File: config.mk
export PLATFORM = sky130hd
export DESIGN_NAME = pipeline_ctrl
export DESIGN_NICKNAME = d
export VERILOG_FILES = /design/src/rtl/pipeline_ctrl.sv
export SDC_FILE = /design/constraint.sdc
export NUM_CORES = 1
export LEC_CHECK = 0
export CAP_MARGIN = 30
export CORE_ASPECT_RATIO = 0.9
export CORE_UTILIZATION = 50
export CTS_BUF_LIST = sky130_fd_sc_hd__clkbuf_16
export CTS_CLUSTER_SIZE = 28
export DETAILED_ROUTE_END_ITERATION = 12
export DONT_BUFFER_PORTS = 1
export GPL_ROUTABILITY_DRIVEN = 0
export PLACE_DENSITY = 0.79
export SKIP_LAST_GASP = 1
export SYNTH_ARGS = -nofsm -noshare
export SYNTH_HDL_FRONTEND = slang
export SYNTH_SLANG_ARGS = --single-unit
File: constraint.sdc
create_clock -name clk -period 2.6 [get_ports clk]
set_clock_uncertainty 0.2 [all_clocks]
set_input_delay 0.52 -clock clk [delete_from_list [all_inputs] [get_ports clk]]
set_output_delay 0.52 -clock clk [all_outputs]
set_load 0.02 [all_outputs]
File: src/rtl/pipeline_ctrl.sv
// Stall/flush sequencer for the 5-stage MIPS32 pipeline; owns no datapath.
// Latency: all hold/bubble controls are combinational from the current inputs and FSM state.
// Backpressure: a pending data-memory access freezes every stage up to EX/MEM until mem_ack.
//
// Ports:
//   clk, rst              clock, synchronous active-high reset
//   id_rs/id_rt/id_uses_* source registers of the instruction in ID
//   ex_is_load/ex_reg_wr/ex_waddr   destination info of the instruction in EX
//   ex_mdu_start          EX holds a mult/div op in its first EX cycle
//   ex_br_taken           branch/jump resolved taken in EX
//   mem_req/mem_ack       data-memory handshake of the MEM stage
//   *_stall/*_flush       hold/bubble controls for PC, IF/ID, ID/EX, EX/MEM
//   mdu_busy              multi-cycle MDU op is occupying EX beyond its issue cycle
//   mem_err               sticky memory-timeout flag
//   stall_cnt             free-running count of PC-stall cycles (wraps)
module pipeline_ctrl #(
    parameter int unsigned MDU_CYCLES  = 4,
    parameter int unsigned MEM_TIMEOUT = 255
) (
    input  logic        clk,
    input  logic        rst,
    input  logic [4:0]  id_rs,
    input  logic [4:0]  id_rt,
    input  logic        id_uses_rs,
    input  logic        id_uses_rt,
    input  logic        ex_is_load,
    input  logic        ex_reg_wr,
    input  logic [4:0]  ex_waddr,
    input  logic        ex_mdu_start,
    input  logic        ex_br_taken,
    input  logic        mem_req,
    input  logic        mem_ack,
    output logic        pc_stall,
    output logic        if_id_stall,
    output logic        if_id_flush,
    output logic        id_ex_stall,
    output logic        id_ex_flush,
    output logic        ex_mem_stall,
    output logic        ex_mem_flush,
    output logic        mdu_busy,
    output logic        mem_err,
    output logic [31:0] stall_cnt
);

    // The MDU counter only needs to hold MDU_CYCLES-2 (the issue cycle is spent in RUN,
    // the final cycle is the one where the counter reads zero).
    localparam int unsigned MDU_CW = ($clog2(MDU_CYCLES - 1) > 0) ? $clog2(MDU_CYCLES - 1) : 1;
    localparam int unsigned TMO_W  = ($clog2(MEM_TIMEOUT + 1) > 0) ? $clog2(MEM_TIMEOUT + 1) : 1;

    localparam logic [MDU_CW-1:0] MDU_LOAD = MDU_CW'(MDU_CYCLES - 2);
    localparam logic [TMO_W-1:0]  TMO_MAX  = TMO_W'(MEM_TIMEOUT);
    localparam logic [TMO_W-1:0]  TMO_LAST = TMO_W'(MEM_TIMEOUT - 1);

    typedef enum logic {
        RUN      = 1'b0,
        MDU_WAIT = 1'b1
    } state_t;

    state_t              state_q, state_d;
    logic [MDU_CW-1:0]   mdu_cnt_q, mdu_cnt_d;
    logic [TMO_W-1:0]    tmo_cnt_q, tmo_cnt_d;
    logic                mem_err_q, mem_err_d;
    logic [31:0]         stall_cnt_q, stall_cnt_d;

    logic mem_stall;
    logic mdu_hold;
    logic rs_hit;
    logic rt_hit;
    logic load_use;

    // ------------------------------------------------------------------
    // Hazard detection
    // ------------------------------------------------------------------
    assign mem_stall = mem_req & ~mem_ack;

    // The issue cycle (RUN with ex_mdu_start) already holds the front end, so the
    // op occupies EX for the full MDU_CYCLES without a gap between RUN and MDU_WAIT.
    assign mdu_hold  = (state_q == MDU_WAIT) | ((state_q == RUN) & ex_mdu_start);

    // $0 is hard-wired, so a load "targeting" it never creates a dependency.
    assign rs_hit    = id_uses_rs & (id_rs == ex_waddr);
    assign rt_hit    = id_uses_rt & (id_rt == ex_waddr);
    assign load_use  = ex_is_load & ex_reg_wr & (ex_waddr != 5'd0) & (rs_hit | rt_hit);

    // ------------------------------------------------------------------
    // Next state, counters and control outputs
    // ------------------------------------------------------------------
    always_comb begin
        state_d      = state_q;
        mdu_cnt_d    = mdu_cnt_q;
        tmo_cnt_d    = '0;
        mem_err_d    = mem_err_q;

        pc_stall     = 1'b0;
        if_id_stall  = 1'b0;
        if_id_flush  = 1'b0;
        id_ex_stall  = 1'b0;
        id_ex_flush  = 1'b0;
        ex_mem_stall = 1'b0;
        ex_mem_flush = 1'b0;
        mdu_busy     = 1'b0;

        // FSM: a memory stall freezes the MDU sequence, since the op cannot leave
        // EX while EX/MEM is being held.
        if (!mem_stall) begin
            case (state_q)
                RUN: begin
                    if (ex_mdu_start) begin
                        state_d   = MDU_WAIT;
                        mdu_cnt_d = MDU_LOAD;
                    end
                end
                MDU_WAIT: begin
                    if (mdu_cnt_q == '0) begin
                        state_d = RUN;
                    end else begin
                        mdu_cnt_d = mdu_cnt_q - 1'b1;
                    end
                end
                default: begin
                    state_d = RUN;
                end
            endcase
        end

        // Timeout counter saturates so a very long wait cannot wrap it back under
        // the threshold; the flag latches on the edge that closes the last allowed
        // wait cycle and the stall itself carries on until the ack arrives.
        if (mem_stall) begin
            tmo_cnt_d = (tmo_cnt_q == TMO_MAX) ? tmo_cnt_q : tmo_cnt_q + 1'b1;
            if (tmo_cnt_q == TMO_LAST) begin
                mem_err_d = 1'b1;
            end
        end

        // Control rows in priority order. Everything is forced low while rst is
        // asserted so the stage registers see a clean pipeline during reset.
        if (!rst) begin
            mdu_busy = (state_q == MDU_WAIT);
            if (mem_stall) begin
                pc_stall     = 1'b1;
                if_id_stall  = 1'b1;
                id_ex_stall  = 1'b1;
                ex_mem_stall = 1'b1;
            end else if (mdu_hold) begin
                // MDU ops never branch, so ex_br_taken is ignored here. The bubble
                // into EX/MEM keeps MEM/WB idle until the result is ready.
                pc_stall     = 1'b1;
                if_id_stall  = 1'b1;
                id_ex_stall  = 1'b1;
                ex_mem_flush = 1'b1;
            end else if (ex_br_taken) begin
                // The instruction in ID is on the wrong path, so any load-use
                // interlock it would cause is moot.
                if_id_flush  = 1'b1;
                id_ex_flush  = 1'b1;
            end else if (load_use) begin
                // One bubble is enough: next cycle the load is in MEM and its data
                // reaches EX through the forwarding path.
                pc_stall     = 1'b1;
                if_id_stall  = 1'b1;
                id_ex_flush  = 1'b1;
            end
        end

        stall_cnt_d = pc_stall ? stall_cnt_q + 32'd1 : stall_cnt_q;
    end

    // ------------------------------------------------------------------
    // State registers
    // ------------------------------------------------------------------
    always_ff @(posedge clk) begin
        if (rst) begin
            state_q     <= RUN;
            mdu_cnt_q   <= '0;
            tmo_cnt_q   <= '0;
            mem_err_q   <= 1'b0;
            stall_cnt_q <= 32'd0;
        end else begin
            state_q     <= state_d;
            mdu_cnt_q   <= mdu_cnt_d;
            tmo_cnt_q   <= tmo_cnt_d;
            mem_err_q   <= mem_err_d;
            stall_cnt_q <= stall_cnt_d;
        end
    end

    assign mem_err   = mem_err_q;
    assign stall_cnt = stall_cnt_q;

endmodule

Yosys cells after proc, flatten, opt, wreduce, memory -nomap -nowiden
Cells that the tools add are included.

Add/subtract/negate cells: 3. Eq/ne operators: 6. Muxes and demuxes: 27. Bitwise logic cells: 12. Reductions and logical operators: 5.

Operators with widths (number): 32-bit by 1-bit adder with 32-bit output, second input constant (1); 1-bit two-way mux (23); 8-bit equality test, second input constant (2); 5-bit equality test (2); 8-bit by 1-bit adder with 8-bit output, second input constant (1); 1-bit AND (7); 5-bit nonzero test (1); 2-bit two-way mux (2); 2-bit inequality test, second input constant (2); 2-bit one-hot mux with 2 select lines (1); 1-bit inverter (3); 3-bit AND reduction (1); 2-bit zero test (1); 1-bit bitwise OR (2); 1-bit one-hot mux with 2 select lines (1); 2-bit AND reduction (1); 2-bit OR reduction (1); 2-bit by 1-bit subtractor with 2-bit output, second input constant (1).

Register bits: 44. Input bits: 25. Output and inout port bits: 41. Logic and storage cells: 58.

Logic depth before layout (Yosys ltp)
Gate-level depths: netlist (run 1).

Word-level depth: 9. Mapped depth: 8. Depth with buffers taken out: 6.

Least setup slack after synthesis (run 1)
No wires, ideal clock.

Path kind: input port to output port. Start: in ex_waddr[0]. End: out pc_stall. Arrival time: 2035 ps. Required time: 1880 ps. Setup slack: -155 ps. Stages on the path: 8. Cells stage by stage: or4_1 o211ai_2 inv_2 a31oi_4 buf_6 buf_6 inv_1 buf_4.

Word-level cells in the longest chain between the ends: 9. Elaborated cells on any way between the ends: 13. Those cells by class: eq/ne (2); mux (5); bitwise (5); reduce/logical (1).

Ends and longest elaborated chain: from (decl) (RTL line 28) `input logic [4:0] ex_waddr,`; 5-bit equality test (on tied branches) (RTL line 81, 82); 1-bit AND (on tied branches) (RTL line 81, 82); 1-bit bitwise OR (RTL line 83) `assign load_use = ex_is_load & ex_reg_wr & (ex_waddr != 5'd0) & (rs_hit | rt_hit);`; 1-bit AND * (RTL line 83); 1-bit two-way mux * (5 in series); to (decl) (RTL line 33) `output logic pc_stall,`.

Every way passes the cells marked *; elsewhere a longest branch is shown, timed or not.

Worst setup path after layout (run 1)
Start: in ex_waddr[0]. End: out id_ex_flush.

Word-level cells in the longest chain between the ends: 9. Elaborated cells on any way between the ends: 13. Those cells by class: eq/ne (2); mux (5); bitwise (5); reduce/logical (1).

Ends and longest elaborated chain: 5-bit equality test (on tied branches) (RTL line 81, 82); 1-bit AND (on tied branches) (RTL line 81, 82); 1-bit bitwise OR (RTL line 83); 1-bit AND * (RTL line 83); 1-bit two-way mux * (RTL line 157) `end else if (load_use) begin`; 1-bit two-way mux * (RTL line 152) `end else if (ex_br_taken) begin`; 1-bit two-way mux * (RTL line 145) `end else if (mdu_hold) begin`; 1-bit two-way mux * (RTL line 140) `if (mem_stall) begin`; 1-bit two-way mux * (RTL line 138) `if (!rst) begin`; to (decl) (RTL line 37) `output logic id_ex_flush,`.

Marks and branches as above.

==> results of run 1 <==
## final cells by class
cell class / count / share of cell area
sequential: 44 / 0.330
clock buffer: 5 / 0.0468
tap: 62 / 0.0290
inverter: 14 / 0.0197
timing repair buffer: 18 / 0.0552
multi-input combinational: 213 / 0.497
clock inverter: 2 / 0.0225
## worst max path at each step
stage | start | to | cells after the start
final | ex_waddr[0] | id_ex_flush | 6
after global routing | ex_waddr[0] | id_ex_flush | 6
after CTS | ex_waddr[0] | id_ex_flush | 6
after detailed placement | ex_waddr[0] | id_ex_flush | 6
after global placement | ex_waddr[0] | id_ex_flush | 6
after floorplan | ex_waddr[0] | pc_stall | 8
## cells by family after synthesis
kind of cell,after synthesis
mux,2
compound gates,81
buf+inv,28
fa+ha+maj,4
xor+xnor,16
simple gates,110
flops,44
## per-layer routing
metal	up-vias	global-route usage	share of wire	routed length [µm]
li1	1072	-	-	-
met2	62	0.407	0.51	2640
met5	-	0	0	0
met1	988	0.252	0.42	2170
met4	0	0.0637	0.010	54
met3	6	0.0681	0.064	334
## placed cells by master (no fill, tap or decap), drive strengths merged, types with 4 or more instances in the layout
| cell | instances |
|---|---|
| and3 | 7 |
| nand2 | 15 |
| or3 | 20 |
| o211ai | 4 |
| buf | 18 |
| a21oi | 34 |
| a31oi | 5 |
| nand3 | 18 |
| dfxtp | 44 |
| o21ai | 23 |
| clkbuf | 5 |
| ha | 4 |
| nor3 | 5 |
| nand4 | 10 |
| nor2 | 17 |
| inv | 14 |
| xnor2 | 14 |
| o31ai | 9 |
| or4 | 9 |
## power groups by stage
stage | registers [W] | clock network (W) | logic (W)
after floorplan | 0.000709 | 0 | 0.0000898
after CTS | 0.000689 | 0.000807 | 0.000110
after global routing | 0.000689 | 0.000843 | 0.000121
after detailed placement | 0.000703 | 0 | 0.000110
final | 0.000689 | 0.000790 | 0.000109
after global placement | 0.000703 | 0 | 0.000106
## per-stage QoR
step	util	cell area (µm²)	instances	setup WS, ps
finish	0.595	2670	358	120
detailed placement	0.554	2490	351	107
global placement	0.554	2490	351	159
global route	0.595	2670	358	59.9
CTS	0.595	2670	358	105
floorplan	-	2360	285	-155
## state kept, by name, indices dropped and copies added (netlist names)
name       cells
tmo_cnt_q      8
mem_err        1
stall_cnt     32
state_q        1
mdu_cnt_q      2
==> metrics.cfg, run 1 <==
[worst_setup_path]
crit_chain = or4_1 > o211ai_2 > inv_2 > a21oi_1 > nor4b_2 > buf_4
cpPeakStageDelay_ps = 530
startpoint_type = input pin
cp_top_family = simple AND/OR/NAND/NOR gates
worstSetupPathType = in2out
r2r-end = stall_cnt[14]$_SDFFE_PP0P_
required_ps = 1880
cp_max_fo = 3
cp_data_arrival_time_ps = 1760
rrSetupSlack_ps = 260
worstPathBufferInverterCount = 2
reg2reg_depth = 7
critPathCaptureType = primary output
r2r_start = stall_cnt[3]$_SDFFE_PP0P_
cpMaxStageDelayCell = or4_1

[synth]
synth.most_common_cell = dfxtp_1
synth-xor-area-share = 0.0596
synthArstFlopShare = 0
synth-seq-cells = 44
synth_fa_ha_area_frac = 0.0213
synth_edf_count = 0
synth_top_family_by_area = simple AND/OR/NAND/NOR gates
syn_area_per_cell_um2 = 8.24
syn_inst = 285
yosysWarnings = 0
synth_cell_types = 44
synth_area_leaders = dfxtp_1 (37%), a21oi_1 (7.0%), or3_1 (5.3%)
yosys.area_share.simple = 0.265
synthMuxAreaShare = 0.00852
synth_top_cells_by_count = dfxtp_1 (44), a21oi_1 (33), or3_1 (20)
synth_area_um2 = 2350
synth-compound-area-share = 0.209
synth_top_cell_by_area = dfxtp_1
synth.top_cell.area_share = 0.375
ys_seq_area_frac = 0.375
syn-num-nets = 314
synth_ff_type = dfxtp_1

[hold_path]
hold_path.startpoint = rst
hold_path_depth = 1
min_to = state_q$_SDFFE_PP0N_
min_path_type = in2reg

[power_and_ir_drop]
pwr-share-comb = 0.069
internal-power_w = 0.00127
vdd_drop_max_uv = 299
leakage_nw = 0.899
power.total_w = 0.00159
switching_power_w = 0.000316
pwr-share-clk = 0.498
sw_frac_of_total = 0.199
p_per_area_nw_per_um2 = 594
p_seq_frac = 0.434

[drt]
drt_pass1_iterations = 4
totalWireLength_mm = 5.20
first_iter_violations = 140
num_vias = 2128
avgViaCountPerCell = 5.94
drc_errors = 0
ant_nets = 0
wl_per_cell_um = 14.5

[place]
port_buffers = 0
post-dp-hpwl_mm = 3.86

[clock_network]
cts_resized = 0
worstSkewPairLatency_ps = 280
cts_tree = built
clockBufferDepth = 2
numCtsBuffers = 5
cts_htree_levels = 2
postCtsSetupRepairBufs = 0
clk_pin_slew_worst_paths_ps = 60
holdBufCountCts = 0
cts.sinks = 44
cts-root-buf = clkbuf_16

[floorplanning]
die_w_um = 74.3
io_pins = 66
core_area_um2 = 4490
die_y_um = 67.0
start_util = 0.523
die_area_um2 = 4980
core.rowCount = 23

[layout]
n_antenna_cell = 0
fill_cells = 404
syn2layout_area_growth_pct = 13.7
final_layout_size_suffix_gt1_frac = 0.115
regArea_um2 = 881
nets = 325
multi_input_area_um2 = 1330

[sta]
setup_viol_count_final = 0
tns_ps = 0
rsz0062_at_grt = false
final_max_slew_viol_count = 0
min_period_ps = 2480
timing.fmax_mhz = 403
worst_slew_pin_slew_ps = 511
hold_violations = 0
relSlewSlack = 0.659
whs_ps = 104
final.period_utilization = 0.954

[run]
maxCapViolCount = 0

[grt]
first_global_vias = 1973
antenna_found_initial = 0
overflow = 0
grt_pass1_wl_mm = 8.58
grt_max_degree = 41
grt_usage = 0.225

[run_status]
outcome = finished, final reports clean

(Power assumes the default switching activity.)
==> run 2: changes to the inputs <==
--- a/config.mk
+++ b/config.mk
@@ -13,7 +13,7 @@
 export DETAILED_ROUTE_END_ITERATION = 12
 export DONT_BUFFER_PORTS = 1
 export GPL_ROUTABILITY_DRIVEN = 0
-export PLACE_DENSITY = 0.79
+export PLACE_DENSITY = 0.76
 export SKIP_LAST_GASP = 1
 export SYNTH_ARGS = -nofsm -noshare
 export SYNTH_HDL_FRONTEND = slang
==> constraint.sdc (replaced) <==
create_clock -name clk -period 2.3 [get_ports clk]
set_clock_uncertainty 0.2 [all_clocks]
set_input_delay 0.46 -clock clk [delete_from_list [all_inputs] [get_ports clk]]
set_output_delay 0.46 -clock clk [all_outputs]
set_load 0.02 [all_outputs]
==> metrics.cfg, run 2 (synthesis gave the netlist of run 1 again) <==
[layout]
stdcell_area_um2 = 2820  ; +5.6%
fin_util = 0.628  ; +0.0332
nets = 344  ; +5.8%
regArea_um2 = 881  ; unchanged
final_common_cell = dfxtp_1
syn2layout_area_growth_pct = 20.1
final_layout_size_suffix_gt1_frac = 0.180  ; +0.0655
fill_cells = 407  ; +0.74%
n_antenna_cell = 0  ; unchanged
multi_input_area_um2 = 1350  ; +1.2%
layout_common_cells = dfxtp_1 (44), buf_4 (35), a21oi_1 (32)
largest_reg_flops = 32  ; unchanged
instances_no_fill = 378  ; +5.6%

[sta]
relSlewSlack = 0.725  ; +0.0666
rsz0062_at_grt = true
timing.fmax_mhz = 435
setup_viol_count_final = 0  ; unchanged
final.period_utilization = 0.999
final_max_slew_viol_count = 0  ; unchanged
min_period_ps = 2300
tns_ps = 0  ; unchanged
worst_slew_pin_slew_ps = 410  ; -100 ps
hold_violations = 0  ; unchanged

[worst_setup_path]
reg2reg_depth = 7  ; unchanged
crit_top_cell = inv_2
cp_max_fo = 3  ; unchanged
crit_start = ex_waddr[4]
r2r_start = stall_cnt[1]$_SDFFE_PP0P_
cpMaxStageDelayCell = or4_4
critPathCaptureType = primary output
crit_chain = or4_4 > o211ai_4 > inv_2 > a31oi_4 > inv_2 > buf_6
crit_cells = 6  ; unchanged
cp_top_family = simple AND/OR/NAND/NOR gates
cpPeakStageDelay_ps = 530  ; about the same
cp_data_arrival_time_ps = 1640  ; -120 ps
worstPathBufferInverterCount = 3  ; +1
required_ps = 1640  ; -240 ps
worstSetupPathType = in2out
startpoint_type = input pin

[floorplanning]
die_y_um = 67.0  ; unchanged
die_w_um = 74.3  ; unchanged
start_util = 0.523  ; unchanged
core.rowCount = 23  ; unchanged
io_pins = 66  ; unchanged
core_area_um2 = 4490  ; unchanged
die_area_um2 = 4980  ; unchanged

[drt]
first_iter_violations = 94  ; -33%
ant_nets = 0  ; unchanged
num_vias = 2223  ; +4.5%
totalWireLength_mm = 5.54  ; +6.6%
drc_errors = 0  ; unchanged
avgViaCountPerCell = 5.88  ; -1.1%
wl_per_cell_um = 14.7  ; +0.92%
drt_pass1_iterations = 4  ; unchanged

[place]
port_buffers = 0  ; unchanged
dp_cells = 370  ; +5.4%
dpl_cell_area_um2 = 2630  ; +5.7%
post-dp-hpwl_mm = 3.99  ; +3.3%

[hold_path]
min_path_type = in2reg
hold_path_depth = 1  ; unchanged
hold_path.startpoint = rst

[clock_network]
cts_htree_levels = 2  ; unchanged
worstSkewPairLatency_ps = 280  ; about the same
cts.sinks = 44  ; unchanged
clockBufferDepth = 2  ; unchanged
cts_tree = built
cts-root-buf = clkbuf_16
numCtsBuffers = 5  ; unchanged
clk_pin_slew_worst_paths_ps = 60  ; about the same

[grt]
overflow = 0  ; unchanged
grt_usage = 0.232  ; +0.00727
antenna_found_initial = 0  ; unchanged
grt_max_degree = 41  ; unchanged
first_global_vias = 2055  ; +4.2%
grt_pass1_wl_mm = 8.83  ; +2.9%

[power_and_ir_drop]
internal-power_w = 0.00135  ; +5.8%
switching_power_w = 0.000384  ; +21%
pwr-share-comb = 0.077  ; +0.008
p_seq_frac = 0.451  ; +0.017
leakage_nw = 0.994  ; +11%
p_per_area_nw_per_um2 = 613  ; +3.1%
sw_frac_of_total = 0.222  ; +0.0229
vdd_drop_max_uv = 430  ; +44%
power.total_w = 0.00173  ; +8.9%
pwr-share-clk = 0.472  ; -0.026

[run]
maxCapViolCount = 0  ; unchanged

[run_status]
outcome = finished, final reports clean

run 2: metal layers:
metal | wire (µm) | up-vias | track usage
met1 | 2380 | 1037 | 0.268
met5 | 0 | - | 0
met4 | 51 | 0 | 0.0778
met3 | 332 | 4 | 0.0620
li1 | - | 1111 | -
met2 | 2780 | 71 | 0.411
run 2: worst paths after layout:
check	to	slack, ps
setup / recovery	pc_stall	2
hold / removal	state_q$_SDFFE_PP0N_	40
setup reg to reg	stall_cnt[16]$_SDFFE_PP0P_	180
hold reg to reg	mdu_cnt_q[0]$_SDFFE_PP0P_	310
run 2: layout make-up:
type,count,share of cell area
Sequential cell,44,0.312
Multi-Input combinational cell,213,0.477
Clock buffer,5,0.0443
Inverter,14,0.0186
Clock inverter,3,0.0164
Tap cell,62,0.0275
Timing Repair Buffer,37,0.104
run 2: repair_timing:
item                                    CTS  global route
pin swaps                                 3             3
endpoints found under the setup margin    3             3
buffers inserted                          0             0
gates resized for setup                   2             3
hold buffers                              0             0
run 2: stage by stage:
step | hold WS (ps) | setup WS, ps
6_report | 44.9 | 1.81
3_5_place_dp | 295 | -74.0
3_3_place_gp | 283 | -22.7
2_1_floorplan | 263 | -335
4_1_cts | 35.0 | -61.5
5_1_grt | 29.4 | -27.1
run 2: power groups by stage:
stage          Clock, W  Sequential, W  Combinational [W]
6_report       0.000817       0.000779           0.000133
5_1_grt        0.000860       0.000779           0.000146
4_1_cts        0.000837       0.000779           0.000132
3_5_place_dp          0       0.000796           0.000129
3_3_place_gp          0       0.000795           0.000126
2_1_floorplan         0       0.000802           0.000102
==> run 3: changes to the inputs <==
--- a/config.mk
+++ b/config.mk
@@ -7,13 +7,13 @@
 export LEC_CHECK = 0
 export CAP_MARGIN = 30
 export CORE_ASPECT_RATIO = 0.9
-export CORE_UTILIZATION = 50
+export CORE_UTILIZATION = 35
 export CTS_BUF_LIST = sky130_fd_sc_hd__clkbuf_16
 export CTS_CLUSTER_SIZE = 28
 export DETAILED_ROUTE_END_ITERATION = 12
 export DONT_BUFFER_PORTS = 1
 export GPL_ROUTABILITY_DRIVEN = 0
-export PLACE_DENSITY = 0.76
+export PLACE_DENSITY = 0.6
 export SKIP_LAST_GASP = 1
 export SYNTH_ARGS = -nofsm -noshare
 export SYNTH_HDL_FRONTEND = slang
==> metrics.cfg, run 3 (synthesis gave the netlist of run 1 again) <==
[worst_setup_path]
cp_top_family = simple AND/OR/NAND/NOR gates
startpoint_type = input pin
crit_start = ex_waddr[0]
crit_top_cell = inv_2
reg2reg_depth = 7  ; unchanged
worstSetupPathType = in2out
rrSetupSlack_ps = 210  ; +30 ps
r2r-end = stall_cnt[26]$_SDFFE_PP0P_
cpMaxStageDelayCell = or4_4
crit_end = pc_stall
cpPeakStageDelay_ps = 510  ; -20 ps
crit_chain = or4_4 > o211ai_2 > inv_2 > a31oi_4 > inv_2 > buf_6
crit_cells = 6  ; unchanged
required_ps = 1640  ; about the same
critPathCaptureType = primary output
cp_data_arrival_time_ps = 1630  ; about the same
cp_max_fo = 3  ; unchanged
worstPathBufferInverterCount = 3  ; unchanged
r2r_start = stall_cnt[0]$_SDFFE_PP0P_

[floorplanning]
core_area_um2 = 6280  ; +40%
core.rowCount = 27  ; +17%
start_util = 0.374  ; -0.149
die_area_um2 = 7050  ; +42%
io_pins = 66  ; unchanged
die_w_um = 88.4  ; +19%
die_y_um = 79.7  ; +19%

[clock_network]
postCtsSetupRepairBufs = 0  ; unchanged
cts_tree = built
holdBufCountCts = 0  ; unchanged
cts.sinks = 44  ; unchanged
clockBufferDepth = 2  ; unchanged
clk_pin_slew_worst_paths_ps = 60  ; about the same
worstSkewPairLatency_ps = 270  ; about the same
cts-root-buf = clkbuf_16
cts_htree_levels = 2  ; unchanged
numCtsBuffers = 5  ; unchanged

[layout]
largest_reg_flops = 32  ; unchanged
final_common_cell = dfxtp_1
final_layout_size_suffix_gt1_frac = 0.169  ; -0.0116
instances_no_fill = 401  ; +6.1%
fin_util = 0.445  ; -0.183
n_antenna_cell = 0  ; unchanged
syn2layout_area_growth_pct = 19.1
nets = 342  ; -0.58%
layout_common_cells = dfxtp_1 (44), buf_4 (33), a21oi_1 (32)

[drt]
avgViaCountPerCell = 5.33  ; -9.3%
drt_pass1_iterations = 4  ; unchanged
totalWireLength_mm = 5.46  ; -1.4%
drc_errors = 0  ; unchanged
ant_nets = 0  ; unchanged
num_vias = 2138  ; -3.8%
wl_per_cell_um = 13.6  ; -7.1%
first_iter_violations = 42  ; -55%

[sta]
setup_viol_count_final = 0  ; unchanged
worst_slew_pin_slew_ps = 446  ; +35.9 ps
fin_ws_ps = 11.1  ; +9.27 ps
final.period_utilization = 0.995  ; -0.00403
final_max_slew_viol_count = 0  ; unchanged
rsz0062_at_grt = true
hold_violations = 0  ; unchanged
min_period_ps = 2290  ; -9.27 ps
relSlewSlack = 0.701  ; -0.0240
timing.fmax_mhz = 437  ; +0.40%

[place]
port_buffers = 0  ; unchanged
dp_cells = 393  ; +6.2%
place_ws_ps = -58.6  ; +15.4 ps
post-dp-hpwl_mm = 4.07  ; +1.9%

[grt]
grt_usage = 0.164  ; -0.0682
antenna_found_initial = 0  ; unchanged
first_global_vias = 2052  ; -0.15%
grt_pass1_wl_mm = 9.23  ; +4.6%
overflow = 0  ; unchanged
grt_max_degree = 41  ; unchanged

[hold_path]
min_path_type = in2reg

[power_and_ir_drop]
vdd_drop_max_uv = 317  ; -26%
switching_power_w = 0.000357  ; -6.9%
p_per_area_nw_per_um2 = 564  ; -7.9%
internal-power_w = 0.00122  ; -9.2%
pwr-share-comb = 0.082  ; +0.005
pwr-share-clk = 0.425  ; -0.047
sw_frac_of_total = 0.226  ; +0.00439
p_seq_frac = 0.493  ; +0.042
leakage_nw = 0.971  ; -2.3%

[run_status]
outcome = finished, final reports clean

[run]
maxCapViolCount = 0  ; unchanged

run 3: changes by cell type in the layout (fill, tap and decap cells not counted):
cell | previous run | this run
inv_6 | 1 | 0
buf_4 | 35 | 33
clkinv_1 | 0 | 1
inv_1 | 12 | 13
o211ai_4 | 1 | 0
bufinv_16 | 1 | 0
o211ai_2 | 0 | 1
run 3: metrics by stage:
stage | setup TNS [ps] | instance area (µm²) | power, W | hold slack (ps)
floorplan | -491 | 2360 | 0.000903 | 263
global placement | -79.9 | 2650 | 0.000920 | 287
detailed placement | -201 | 2650 | 0.000922 | 299
CTS | -106 | 2790 | 0.00160 | 43.7
global route | -61.3 | 2800 | 0.00165 | 37.0
finish | 0 | 2800 | 0.00158 | 49.9
run 3: repair_timing:
item	4_1_cts	5_1_grt
endpoints found under the setup margin	3	3
pin swaps	2	2
resized for setup	3	1
run 3: worst min path at each step:
stage	cells after the start	to	startpoint
6_report	1	state_q$_SDFFE_PP0N_	rst
5_1_grt	1	state_q$_SDFFE_PP0N_	rst
4_1_cts	1	stall_cnt[13]$_SDFFE_PP0P_	rst
3_5_place_dp	2	mdu_cnt_q[0]$_SDFFE_PP0P_	mdu_cnt_q[0]$_SDFFE_PP0P_
3_3_place_gp	2	mdu_cnt_q[0]$_SDFFE_PP0P_	mdu_cnt_q[0]$_SDFFE_PP0P_
2_1_floorplan	1	mdu_cnt_q[1]$_SDFFE_PP0P_	state_q$_SDFFE_PP0N_
run 3: power by group through the flow:
| stage | logic [W] | clock network (W) | registers, W |
|---|---|---|---|
| after floorplan | 0.000102 | 0 | 0.000802 |
| after global placement | 0.000125 | 0 | 0.000795 |
| after detailed placement | 0.000127 | 0 | 0.000795 |
| after CTS | 0.000130 | 0.000696 | 0.000778 |
| after global routing | 0.000142 | 0.000734 | 0.000779 |
| final | 0.000129 | 0.000671 | 0.000778 |
run 3: cell type report:
type / instances / area [µm²]
inverters: 14 / 52.6
clock inverters: 3 / 15.0
repair buffers: 35 / 279
fillers: 654 / 3490
clock buffers: 5 / 125
multi-input cells: 213 / 1340
flip-flops and latches: 44 / 881
well taps: 87 / 109
run 3: per-layer routing:
layer,part of all wire,GRT usage,up-vias
li1,-,-,1103
met1,0.47,0.202,980
met2,0.47,0.284,53
met3,0.050,0.0445,2
met4,0.0064,0.0339,0
met5,0,0,-
